--- config.mk ---
export PLATFORM = sky130hd
export DESIGN_NAME = arm_motion_seq
export DESIGN_NICKNAME = d
export VERILOG_FILES = /design/src/rtl/arm_motion_seq.sv
export SDC_FILE = /design/constraint.sdc
export NUM_CORES = 1
export LEC_CHECK = 0
export ABC_AREA = 1
export CAP_MARGIN = 5
export CELL_PAD_IN_SITES_DETAIL_PLACEMENT = 1
export CELL_PAD_IN_SITES_GLOBAL_PLACEMENT = 2
export CORE_MARGIN = 2
export CORE_UTILIZATION = 33
export CTS_CLUSTER_DIAMETER = 150
export DETAILED_ROUTE_END_ITERATION = 10
export GPL_TIMING_DRIVEN = 1
export PLACE_DENSITY_LB_ADDON = 0.1
export SETUP_SLACK_MARGIN = 0.02
export SYNTH_ARGS = -nofsm -noshare
export SYNTH_HDL_FRONTEND = slang
export SYNTH_SLANG_ARGS = --single-unit
--- constraint.sdc ---
create_clock -name clk -period 5.3 [get_ports clk]
set_input_delay 1.325 -clock clk [delete_from_list [all_inputs] [get_ports clk]]
set_output_delay 1.325 -clock clk [all_outputs]
set_load 0.02 [all_outputs]
--- src/rtl/arm_motion_seq.sv ---
// rtl/arm_motion_seq.sv - rate-limited two-joint motion sequencer feeding the arm PWM block
module arm_motion_seq #(
    parameter int unsigned STEP       = 1,
    parameter int unsigned TICK_DIV   = 50000,
    parameter int unsigned SETTLE_CYC = 1000000,
    parameter int unsigned XITA_MAX   = 180,
    parameter int unsigned INIT_XITA1 = 90,
    parameter int unsigned INIT_XITA2 = 90
) (
    input  logic        clk,
    input  logic        rst,
    input  logic        cmd_valid,
    output logic        cmd_ready,
    input  logic [31:0] cmd_xita1,
    input  logic [31:0] cmd_xita2,
    input  logic        stop,
    output logic [31:0] xita1,
    output logic [31:0] xita2,
    output logic        busy,
    output logic        done
);

    localparam logic [31:0] STEP_W      = 32'(STEP);
    localparam logic [31:0] TICK_LAST   = 32'(TICK_DIV - 1);
    localparam logic [31:0] SETTLE_LAST = 32'(SETTLE_CYC - 1);
    localparam logic [31:0] MAX_W       = 32'(XITA_MAX);
    localparam logic [31:0] INIT1_W     = 32'(INIT_XITA1);
    localparam logic [31:0] INIT2_W     = 32'(INIT_XITA2);

    typedef enum logic [1:0] {
        S_IDLE   = 2'd0,
        S_MOVE   = 2'd1,
        S_SETTLE = 2'd2
    } state_t;

    state_t      state, state_d;
    logic [31:0] tgt1, tgt2, tgt1_d, tgt2_d;
    logic [31:0] xita1_d, xita2_d;
    logic [31:0] tick_cnt, tick_d;
    logic [31:0] settle_cnt, settle_d;
    logic        done_d;

    // Targets beyond the mechanical range are pulled back to XITA_MAX.
    function automatic logic [31:0] clamp(input logic [31:0] v);
        return (v > MAX_W) ? MAX_W : v;
    endfunction

    // One bounded step toward the target; the remaining distance caps the
    // step so the joint lands exactly on target and never wraps.
    function automatic logic [31:0] step_toward(input logic [31:0] cur,
                                                input logic [31:0] tgt);
        logic [31:0] diff;
        logic [31:0] res;
        res = cur;
        if (cur < tgt) begin
            diff = tgt - cur;
            res  = cur + ((diff < STEP_W) ? diff : STEP_W);
        end else if (cur > tgt) begin
            diff = cur - tgt;
            res  = cur - ((diff < STEP_W) ? diff : STEP_W);
        end
        return res;
    endfunction

    assign cmd_ready = (state == S_IDLE);

    // Next-state and datapath: accept, slew on ticks, settle, stop handling.
    always_comb begin
        state_d  = state;
        tgt1_d   = tgt1;
        tgt2_d   = tgt2;
        xita1_d  = xita1;
        xita2_d  = xita2;
        tick_d   = tick_cnt;
        settle_d = settle_cnt;
        done_d   = 1'b0;
        case (state)
            S_IDLE: begin
                if (cmd_valid) begin
                    tgt1_d  = clamp(cmd_xita1);
                    tgt2_d  = clamp(cmd_xita2);
                    tick_d  = 32'd0;
                    state_d = S_MOVE;
                end
            end
            S_MOVE: begin
                if (stop) begin
                    // Freeze: the present pose becomes the target, no step this edge.
                    tgt1_d   = xita1;
                    tgt2_d   = xita2;
                    settle_d = 32'd0;
                    state_d  = S_SETTLE;
                end else if ((xita1 == tgt1) && (xita2 == tgt2)) begin
                    settle_d = 32'd0;
                    state_d  = S_SETTLE;
                end else begin
                    if (tick_cnt == TICK_LAST) begin
                        tick_d  = 32'd0;
                        xita1_d = step_toward(xita1, tgt1);
                        xita2_d = step_toward(xita2, tgt2);
                    end else begin
                        tick_d = tick_cnt + 32'd1;
                    end
                end
            end
            S_SETTLE: begin
                if (stop) begin
                    // A stop during settling restarts the hold window.
                    tgt1_d   = xita1;
                    tgt2_d   = xita2;
                    settle_d = 32'd0;
                end else if (settle_cnt == SETTLE_LAST) begin
                    state_d = S_IDLE;
                    done_d  = 1'b1;
                end else begin
                    settle_d = settle_cnt + 32'd1;
                end
            end
            default: begin
                state_d = S_IDLE;
            end
        endcase
    end

    // State, pose and counter registers; busy tracks the registered state.
    always_ff @(posedge clk) begin
        if (rst) begin
            state      <= S_IDLE;
            xita1      <= INIT1_W;
            xita2      <= INIT2_W;
            tgt1       <= INIT1_W;
            tgt2       <= INIT2_W;
            tick_cnt   <= 32'd0;
            settle_cnt <= 32'd0;
            busy       <= 1'b0;
            done       <= 1'b0;
        end else begin
            state      <= state_d;
            xita1      <= xita1_d;
            xita2      <= xita2_d;
            tgt1       <= tgt1_d;
            tgt2       <= tgt2_d;
            tick_cnt   <= tick_d;
            settle_cnt <= settle_d;
            busy       <= (state_d != S_IDLE);
            done       <= done_d;
        end
    end

endmodule

======== Yosys cells after proc, flatten, opt, wreduce, memory -nomap -nowiden ========
Cells that the tools add are included.
storage, ports and cells
  register bits ........................... 196
  input port bits ......................... 68
  output and inout bits ................... 67
operators by class
  $add $sub $neg .......................... 10
  magnitude comparators ................... 10
  equality and inequality tests ........... 12
  muxes and demuxes ....................... 33
  bitwise gates (word level) .............. 3
  reductions and logical operators ........ 15
operators by type and width
  cell                                                         number
  2-to-1 mux 32 bit                                            22
  case mux 32 bit (2 select lines)                             4
  subtractor 32 bit                                            6
  less-than comparator 32 x 1 -> 1 bit, second input constant  4
  adder 32 x 1 -> 32 bit, second input constant                2
  adder 32 bit                                                 2
  == test 32 bit                                               2
  > comparator 32 bit                                          2
  > comparator 32 x 8 -> 1 bit, second input constant          2
  less-than comparator 32 bit                                  2
  == test 32 x 16 -> 1 bit, second input constant              1
  == test 32 x 20 -> 1 bit, second input constant              1
  nonzero test 2 bit                                           6
  2-to-1 mux 2 bit                                             5
  AND reduction 5 bit                                          2
  inequality test 2 bit, second input constant                 3
  inequality test 3 bit, second input constant                 2
  case mux 2 bit (3 select lines)                              1
  AND reduction 3 bit                                          2
  AND reduction 4 bit                                          1
  inverter 1 bit                                               3
  OR reduction 3 bit                                           1
  == test 2 x 1 -> 1 bit, second input constant                1
  == test 2 bit, second input constant                         1
  5 further kinds                                              5

======== Depth between registers and ports, before layout ========
Gate-level depths: netlist of run 1.
  depth after elaboration ................. 6
  gate-level depth with buffers ........... 37
  depth with buffers taken out ............ 36

======== Worst setup path before layout of run 1 ========
No wires, ideal clock.
  path kind ............................... register to register
  start point ............................. register xita1[9]
  end point ............................... register xita1[28]
  setup time .............................. 128 ps
  arrival time ............................ 4385 ps
  setup slack ............................. 786 ps
  cell stages (with the launch flop) ...... 28
  buffers on the path ..................... 2
  cells stage by stage .................... dfxtp_1 > inv_1 > ha_1 > buf_2 > nand2_1 > nor2_2 > nand2_1 > nor2_1 > nand2_1 > nand3_1 > nand2_1 > nand2_1 > nand2_1 > or3_1 > nor4_1 > ha_1 > clkbuf_1 > or2_2 > ha_1 > nand2_1 > o21ai_0 > a21oi_1 > nand3_1 > a21o_1 > a21boi_0 > o21ai_0 > xor2_1 > a21oi_1
between the ends
  longest elaborated chain between the ends .. 6
  elaborated cells on any way between the ends .. 17
  classes of those cells .................. add/sub (4); order compare (4); eq/ne (1); mux (4); bitwise (1); reduce/logical (3)
RTL lines
  item                                  RTL line  RTL
  start, declared                       17        output logic [31:0] xita1,
  start signal, assigned                139       xita1 <= xita1_d;
  subtractor 32 bit                     59        diff = cur - tgt;
  less-than comparator 32 x 1 -> 1 bit  60        res = cur - ((diff < STEP_W) ? diff : STEP_W);
  2-to-1 mux 32 bit                     60
  subtractor 32 bit                     60
  2-to-1 mux 32 bit                     58        end else if (cur > tgt) begin
  2-to-1 mux 32 bit                     55        if (cur < tgt) begin
Several ways; a longest one is shown, not always the timed one. The select of a mux whose other input is x is not followed.
A chain may end at the register's enable or synchronous reset.

======== Final worst setup path of run 1 ========
  start point ............................. register xita1[29]
  end point ............................... register xita1[26]
Same word-level chain as after synthesis.

==> run metrics, run 1 <==
synth cell count leaders=nand2_1 (890), inv_1 (579), a21oi_1 (361); Worst Hold End=settle_cnt[4]$_SDFFE_PP0P_; Ant. Diodes=0; die area=66040 um2; Final ANT Viol Nets=0; final instance count without filler cells=4740; dpl ws=-0.2994 ns; WHS Path Cells=2; total grt overflow=0; top cell type's share of synthesized area=18.58%; CTS tree=done; layout cells sized above 1=15.28%; fmax=199.5 MHz; Post-Route Skew=0.03124 ns; Syn Inst Count=3546; Critical Path RT=5.70 ns; drt first pass iters=5; Hold/Removal Path Class=register to register; first-pass GRT wire length=148400 um; final worst setup slack=0.2862 ns; startpoint types=register; Cell Area, Synth=21120 um2; worst-path maximum fanout=15; FF+latch count, synth=196; met3 Resource Use GR=4.245%; Design Power=7.422 mW; Mean Syn Cell Area=5.956 um2; Final min period=5.014 ns; Slew headroom=36.26%; initial antenna violation count=1; via count=25066; worst vdd ir=279.4 uV; area leader, netlist=dfxtp_1; Worst Tran Pin Value=0.9562 ns; sw power=3.773 mW; Critical Path AT=5.42 ns; # rows=92; final non-filler cell area=26780 um2; initial core utilization=33.42%; via/cell ratio=5.288; Synth-to-Final Area Change=26.82%; sequential share of power=21.9%; Clock Latency Late Sink=0.52 ns; switching portion of total power=50.83%; Hold Vio Cnt, Final=0; Clock power frac=19.3%; fin. max-slew vios=0; critical path class=register to register; Die Width=257.0 um; Num CTS Buffers=17; worst reg-to-reg setup slack=0.29 ns; dpl hpwl=79510 um; Logic pwr share=58.8%; top-count cell post-synth=nand2_1; Seq/Total Area, Yosys=18.58%; gr busiest metal=met2; ys async rst share=0%; pin count of the biggest net entering global routing=81; GR Util met1=42.70%; Hold Worst Slack=0.4810 ns; total track usage=28.69%; Die Height=257.0 um; final WL=95970 um; DRC=0; status=finished clean; nets@finish=4151; top cells by area, synth=dfxtp_1 (19%), nand2_1 (16%), ha_1 (12%); Worst-path clk slew=0.09 ns; number of buffers inserted by port buffering=134; GRT met2 Usage=43.30%; Area after DPL=25130 um2; cts hold-fix bufs=0; leakage power=12.88 nW; clock buffer depth=2; reg2reg start=xita1[29]$_SDFFE_PP0P_; DR WL/cell=20.25 um; H-tree depth=4; Synth Warn #=0; clock root buffer=clkbuf_16; RePlAce Congestion=0.9725; path depth of the worst reg2reg path=24; Iter 0 DRT Violations=1596; placed cell count=4702; internal power=3.649 mW; prevailing post-synth register cell=dfxtp_1; Max Cap Viol=0; I/O pins=135; EDFF count, synth=0; min-delay src=settle_cnt[4]$_SDFFE_PP0P_; CORE AREA=63200 um2; Cell Pwr Density=277.1 nW/um2; number of clock sinks=196; Crit. End Element=register; worst flop-to-flop path endpoint=xita1[26]$_SDFFE_PP0P_; Netlist cell types=56; Final Core Density=42.38%; RSZ-0062 raised after global routing=true; total negative slack=0 ns; vias in the first global route=25546; final setup violation count=0; period utilization=94.60%
area by class of cell:
type / count / area [um2]
clock buffers: 18 / 439.2
clock inverters: 14 / 175.2
fillers: 8428 / 36410
inverters: 596 / 2245
multi-input cells: 2666 / 15560
flip-flops and latches: 196 / 3929
well taps: 846 / 1059
repair buffers: 404 / 3378
metal layers:
metal | routed length [um] | part of all wire, % | up-vias
met5 | 0 | 0 | -
met1 | 48880 | 51 | 12232
met3 | 5044 | 5.3 | 72
li1 | - | - | 12194
met4 | 1457 | 1.5 | 0
met2 | 40590 | 42 | 568
power groups by stage:
stage               logic (mW)  clock network (mW)  registers (mW)
global placement          3.90                   0            1.64
detailed placement        3.97                   0            1.64
floorplan                 2.59                   0            1.63
global route              4.82                1.53            1.64
finish                    4.36                1.43            1.63
CTS                       4.03                1.48            1.61
critical path: stages, from the launching register on:
cell      delay [ns]
dfxtp_1         0.35
inv_1           0.12
ha_1            0.44
a21oi_1         0.34
nor2_1          0.08
o21ai_0         0.39
nand2_1         0.11
a31oi_1         0.22
nand2_2         0.28
inv_2           0.18
buf_4           0.27
nand2_1         0.09
ha_1            0.41
a21oi_1         0.12
o21ai_1         0.24
nand2_1         0.08
nand2_1         0.09
nand2_1         0.07
nand3_2         0.08
a21o_1          0.16
a21boi_0        0.10
buf_4           0.16
o21ai_0         0.16
a21oi_1         0.06
nor2_1          0.27
worst max-delay path by stage:
stage                           start                      to  slack [ns]  cells past startpoint
2_1_floorplan   xita1[9]$_SDFFE_PP0P_  xita1[28]$_SDFFE_PP0P_        0.79                     27
3_3_place_gp    xita2[7]$_SDFFE_PP0P_  xita2[25]$_SDFFE_PP0P_       -0.06                     28
3_5_place_dp    xita2[7]$_SDFFE_PP0P_  xita2[25]$_SDFFE_PP0P_       -0.30                     28
4_1_cts         xita1[4]$_SDFFE_PP1P_  xita1[30]$_SDFFE_PP0P_        0.02                     30
5_1_grt         xita2[9]$_SDFFE_PP0P_  xita2[28]$_SDFFE_PP0P_       -0.07                     32
6_report       xita1[29]$_SDFFE_PP0P_  xita1[26]$_SDFFE_PP0P_        0.29                     24
cell usage in the layout (no fill, tap or decap), types with 13 or more instances in the layout:
cell type        count
nand2_1            857
inv_1              572
a21oi_1            343
buf_4              270
nor2_1             262
o21ai_0            200
dfxtp_1            192
nand3_1            149
ha_1               140
clkdlybuf4s50_1    133
nand4_1             74
xor2_1              74
a211oi_1            59
nand2_2             50
nor3_1              44
nor4_1              40
nor2_2              39
ha_4                32
or2_2               30
xnor2_1             28
ha_2                24
nor2_4              20
inv_2               19
a21oi_2             18
clkbuf_16           17
a21o_1              16
o21ai_1             16
a31oi_1             16
o211ai_1            15
nor3_2              13
timing repair:
item                                    4_1_cts  5_1_grt
endpoints found under the setup margin       21       41
buffers inserted                              0        6
pin swaps                                     0       28
resized for setup                            30      218
flip-flops by register name, indices dropped and copies added (netlist names):
register	flops
xita1	32
tgt1	32
busy	1
xita2	32
settle_cnt	32
tgt2	32
state	2
done	1
tick_cnt	32
cell families after synthesis:
family	count (synthesis)	share of synthesized area (%)
AO/OA/AOI/OAI	742	19.53
XOR/XNOR	103	4.272
adder cells (fa/ha/maj)	202	12.18
buffers and inverters	685	12.48
flip-flops	196	18.58
other	1	0.01776
AND/OR/NAND/NOR	1617	32.95
Power figures use the tool's default switching activity.
==> inputs of run 2 (changes only) <==
--- a/config.mk
+++ b/config.mk
@@ -9,8 +9,8 @@
 export CAP_MARGIN = 5
 export CELL_PAD_IN_SITES_DETAIL_PLACEMENT = 1
 export CELL_PAD_IN_SITES_GLOBAL_PLACEMENT = 2
-export CORE_MARGIN = 2
-export CORE_UTILIZATION = 33
+export CORE_MARGIN = 5
+export CORE_UTILIZATION = 35
 export CTS_CLUSTER_DIAMETER = 150
 export DETAILED_ROUTE_END_ITERATION = 10
 export GPL_TIMING_DRIVEN = 1
==> constraint.sdc (replaced) <==
create_clock -name clk -period 6.34 [get_ports clk]
set_input_delay 1.585 -clock clk [delete_from_list [all_inputs] [get_ports clk]]
set_output_delay 1.585 -clock clk [all_outputs]
set_load 0.02 [all_outputs]
==> run metrics, run 2 (synthesis results as in run 1) <==
status=finished clean; switching portion of total power=52.08%; total track usage=27.80%; Worst-path clk slew=0.10 ns; startpoint types=register; dpl hpwl=77910 um; sw power=3.054 mW; placed cell count=4427; Crit. End Element=register; number of buffers inserted by port buffering=134; worst stage delay on the critical path=0.49 ns; fillcell total=8153; Final Core Density=40.24%; H-tree depth=4; Clock power frac=21.9%; Iter 0 DRT Violations=1741; worst vdd ir=236.2 uV; Hold/Removal Path Class=register to register; final instance count without filler cells=4459; CORE AREA=60020 um2; min-delay src=tgt2[31]$_SDFFE_PP0P_; register area=3926 um2; Critical Path AT=6.39 ns; multi-input logic area=14620 um2; I/O pins=135; Max Cap Viol=0; internal power=2.811 mW; worst-path maximum fanout=7; period utilization=93.90%; CP bufs+invs=2; # rows=90; initial core utilization=35.19%; CP top delay family=simple AND/OR/NAND/NOR gates; clock root buffer=clkbuf_16; via count=24079; Design Power=5.865 mW; CP most frequent cell=nand2_1; cts hold-fix bufs=0; Synth-to-Final Area Change=14.37%; Hold Vio Cnt, Final=0; Critical Path RT=6.78 ns; most common cell after layout, fill and taps aside=nand2_1; DR WL/cell=21.09 um; DRC=0; Slew headroom=21.63%; vias in the first global route=24512; final setup violation count=0; total grt overflow=0; Die Width=255.6 um; most frequent cells in the layout=nand2_1 (890), inv_1 (578), a21oi_1 (361); Area after DPL=23450 um2; critical path class=register to register; Cell Pwr Density=242.8 nW/um2; fin. max-slew vios=0; clock buffer depth=2; fmax=168.0 MHz; Post-Route Skew=0.02109 ns; Num CTS Buffers=17; Final ANT Viol Nets=0; reg2reg start=xita2[8]$_SDFFE_PP0P_; Clock Latency Late Sink=0.52 ns; Final min period=5.953 ns; nets@finish=3934; sequential share of power=23.0%; cts repair resizes=0; number of clock sinks=196; CP startpoint=xita2[8]$_SDFFE_PP0P_; via/cell ratio=5.400; RePlAce Congestion=0.9449; die area=65350 um2; RSZ-0062 raised after global routing=false; Critical-path top delay cell=dfxtp_1; Ant. Diodes=0; initial antenna violation count=1; drt first pass iters=5; pin count of the biggest net entering global routing=74; total negative slack=0 ns; Logic pwr share=55.1%; Die Height=255.6 um; CTS tree=done; first-pass GRT wire length=144400 um; leakage power=11.77 nW; setup bufs post-CTS=0; final WL=94050 um; layout cells sized above 1=5.657%; Worst Tran Pin Value=1.176 ns; final non-filler cell area=24150 um2
run 2: cell count changes in the layout (fill, tap and decap cells not counted), sizes merged:
cell | previous run | this run
buf | 271 | 54
clkinvlp | 3 | 0
inv | 598 | 603
clkinv | 9 | 7
clkbuf | 18 | 17
bufinv | 0 | 1
run 2: power groups by stage:
stage,Sequential (mW),Clock [mW],Combinational [mW]
after floorplan,1.36,0,2.16
after global placement,1.37,0,3.10
final,1.35,1.29,3.23
after detailed placement,1.37,0,3.14
after global routing,1.36,1.38,3.57
after CTS,1.35,1.33,3.17
run 2: worst paths after layout:
kind | to | slack (ns) | depth (start not counted)
worst max-delay path | xita2[25]$_SDFFE_PP0P_ | 0.39 | 28
worst min-delay path | tgt2[31]$_SDFFE_PP0P_ | 0.48 | 2
worst max register to register | xita2[25]$_SDFFE_PP0P_ | 0.39 | 28
worst min register to register | tgt2[31]$_SDFFE_PP0P_ | 0.48 | 2
run 2: metrics by stage:
step,hold WS [ns],worst slack [ns]
after floorplan,0.4405,1.826
after global placement,0.4573,0.5109
after detailed placement,0.4645,0.3775
after CTS,0.4825,0.3038
after global routing,0.5078,0.02124
final,0.4775,0.3869
run 2: cell type report:
cell class	count	share of cell area, %
Multi-Input combinational cell	2666	60.52
Clock inverter	15	0.9480
Sequential cell	196	16.26
Inverter	596	9.278
Clock buffer	17	1.761
Timing Repair Buffer	187	7.190
Tap cell	782	4.051
run 2: worst register-to-register path: cells and delay by family, from the launching register on:
kind / cells / cell delay [ns]
XOR/XNOR: 1 / 0.28
flip-flops: 1 / 0.49
AO/OA/AOI/OAI: 6 / 1.16
buffers and inverters: 2 / 0.21
AND/OR/NAND/NOR: 16 / 2.66
adder cells (fa/ha/maj): 3 / 1.08
run 2: layer usage:
layer	global-route usage [%]	up-vias	routed length [um]
li1	-	11776	-
met5	0	-	0
met2	43.39	515	40270
met1	40.65	11712	47040
met4	5.892	0	1683
met3	4.271	76	5055
==> inputs of run 3 (changes only) <==
--- a/config.mk
+++ b/config.mk
@@ -5,12 +5,12 @@
 export SDC_FILE = /design/constraint.sdc
 export NUM_CORES = 1
 export LEC_CHECK = 0
-export ABC_AREA = 1
 export CAP_MARGIN = 5
 export CELL_PAD_IN_SITES_DETAIL_PLACEMENT = 1
 export CELL_PAD_IN_SITES_GLOBAL_PLACEMENT = 2
+export CORE_ASPECT_RATIO = 2
 export CORE_MARGIN = 5
-export CORE_UTILIZATION = 35
+export CORE_UTILIZATION = 38
 export CTS_CLUSTER_DIAMETER = 150
 export DETAILED_ROUTE_END_ITERATION = 10
 export GPL_TIMING_DRIVEN = 1
@@ -19,3 +19,4 @@
 export SYNTH_ARGS = -nofsm -noshare
 export SYNTH_HDL_FRONTEND = slang
 export SYNTH_SLANG_ARGS = --single-unit
+export TNS_END_PERCENT = 1
==> run metrics, run 3 <==
status=complete, but fails checks; failing checks=negative setup slack; dpl ws=-1.437 ns; clock root buffer=clkbuf_16; startpoint types=register; number of clock sinks=196; Post-Route Skew=0.01978 ns; Critical Path RT=6.73 ns; H-tree depth=4; via count=24948; top-count cell post-synth=nand2_1; Synth Warn #=0; most frequent cells in the layout=buf_4 (795), nand2_1 (295), a21oi_1 (265); nets@finish=3881; ys async rst share=0%; pin count of the biggest net entering global routing=62; Num CTS Buffers=17; Slew headroom=30.61%; Mean Syn Cell Area=7.116 um2; via/cell ratio=5.822; worst stage delay on the critical path=0.55 ns; I/O pins=135; total track usage=34.45%; CTS tree=done; clock buffer depth=2; area leader, netlist=dfxtp_1; # rows=118; DRC=0; worst flop-to-flop path endpoint=xita1[28]$_SDFFE_PP0P_; die area=57310 um2; Worst Tran Pin Value=1.038 ns; Crit. End Element=register; placed cell count=4234; Max Cap Viol=0; total grt overflow=0; Clock Latency Late Sink=0.50 ns; CP startpoint=tgt1[0]$_SDFFE_PP0P_; prevailing post-synth register cell=dfxtp_1; Hold Vio Cnt, Final=0; Final min period=6.836 ns; DR WL/cell=23.67 um; Critical-path top delay cell=fa_1; layout cells sized above 1=27.62%; cts hold-fix bufs=0; worst setup path end=xita1[28]$_SDFFE_PP0P_; final setup violation count=19; dpl hpwl=82860 um; RePlAce Congestion=1.038; vias in the first global route=27879; Netlist cell types=90; worst reg-to-reg setup slack=-0.50 ns; first-pass GRT wire length=153500 um; Iter 0 DRT Violations=965; Critical Path AT=7.23 ns; fillcell total=6521; final instance count without filler cells=4285; path depth of the worst reg2reg path=29; worst vdd ir=152.1 uV; total negative slack=-4.029 ns; top cell type's share of synthesized area=19.72%; worst-path maximum fanout=4; number of buffers inserted by port buffering=134; EDFF count, synth=0; synth cell count leaders=nand2_1 (296), a21oi_1 (294), nor2_1 (257); final worst setup slack=-0.4961 ns; final WL=101400 um; Die Width=171.8 um; fmax=146.3 MHz; Cell Pwr Density=198.9 nW/um2; Syn Inst Count=2796; top cells by area, synth=dfxtp_1 (20%), ha_1 (12%), a21oi_1 (7.4%); Die Height=333.6 um; period utilization=107.8%; drt first pass iters=5; most common cell after layout, fill and taps aside=buf_4; Cell Area, Synth=19900 um2; Final ANT Viol Nets=0; Worst-path clk slew=0.10 ns; fin. max-slew vios=0; initial antenna violation count=0; CORE AREA=51820 um2; final non-filler cell area=29080 um2; leakage power=13.66 nW; Seq/Total Area, Yosys=19.72%; RSZ-0062 raised after global routing=true; FF+latch count, synth=196; critical path class=register to register; Hold/Removal Path Class=register to register; Synth-to-Final Area Change=46.15%; Area after DPL=27480 um2; reg2reg start=tgt1[0]$_SDFFE_PP0P_; initial core utilization=38.39%
## run 3: cell count changes after synthesis, sizes merged, moves of 34 or more
cell,before,now
a21o,16,91
a21oi,361,296
clkbuf,44,119
inv,594,183
nand2,913,296
nand2b,0,51
nand3,162,128
nor2,321,257
o21ai,220,117
xnor2,28,79
## run 3: cells by family after synthesis
family	Yosys count	synth area share, %
multiplexers	24	1.251
other	1	0.01885
AO/OA/AOI/OAI	810	26.20
adder cells (fa/ha/maj)	202	12.93
buffers and inverters	325	6.295
AND/OR/NAND/NOR	1079	26.58
flip-flops	196	19.72
XOR/XNOR	159	7.000
## run 3: cell type report
cell class | count | area [um2] | share of cell area (%)
Antenna cell | 1 | 2.502 | 0.008606
Tap cell | 660 | 825.8 | 2.840
Clock buffer | 17 | 425.4 | 1.463
Sequential cell | 196 | 3929 | 13.51
Inverter | 184 | 690.7 | 2.375
Multi-Input combinational cell | 2276 | 15540 | 53.43
Clock inverter | 15 | 249.0 | 0.8563
Timing Repair Buffer | 936 | 7420 | 25.52
## run 3: critical path: cells and delay by family, from the launching register on
kind	cells	cell delay, ns
AOI/OAI and AO/OA	13	2.45
adders and majority gates	4	1.15
buffers and inverters	3	0.38
DFF	1	0.37
and+or+nand+nor	9	2.37
## run 3: routing by layer
layer | share of wire, % | global-route usage (%)
met2 | 54 | 66.50
met5 | 0 | 0
met1 | 32 | 29.37
met3 | 2.6 | 3.971
met4 | 11 | 31.70
## run 3: worst min path at each step
stage / depth (start not counted) / endpoint / startpoint / slack (ns)
final: 2 / tgt2[31]$_SDFFE_PP0P_ / tgt2[31]$_SDFFE_PP0P_ / 0.46
after global routing: 2 / tgt1[31]$_SDFFE_PP0P_ / tgt1[31]$_SDFFE_PP0P_ / 0.49
after CTS: 2 / tgt2[31]$_SDFFE_PP0P_ / tgt2[31]$_SDFFE_PP0P_ / 0.47
after detailed placement: 2 / tgt2[31]$_SDFFE_PP0P_ / tgt2[31]$_SDFFE_PP0P_ / 0.46
after global placement: 2 / tgt2[31]$_SDFFE_PP0P_ / tgt2[31]$_SDFFE_PP0P_ / 0.44
after floorplan: 2 / tgt1[31]$_SDFFE_PP0P_ / tgt1[31]$_SDFFE_PP0P_ / 0.43
## run 3: power by group
part	leakage (nW)	internal (mW)	switching (mW)
logic	11.8	1.47	1.74
registers	1.58	1.25	0.0173
clock network	0.325	0.579	0.725
total	13.7	3.30	2.48
## run 3: stage by stage
step	power, mW	hold WS (ns)	util, %
finish	5.784	0.4634	56.11
global route	6.052	0.4910	56.11
CTS	5.710	0.4690	55.64
detailed placement	4.239	0.4561	53.03
global placement	4.138	0.4393	53.03
floorplan	2.785	0.4319	-
## run 3: what timing repair did
action	CTS	global route
resized for setup	114	52
setup buffers	18	0
pin swaps	56	15
setup endpoints to repair	46	43
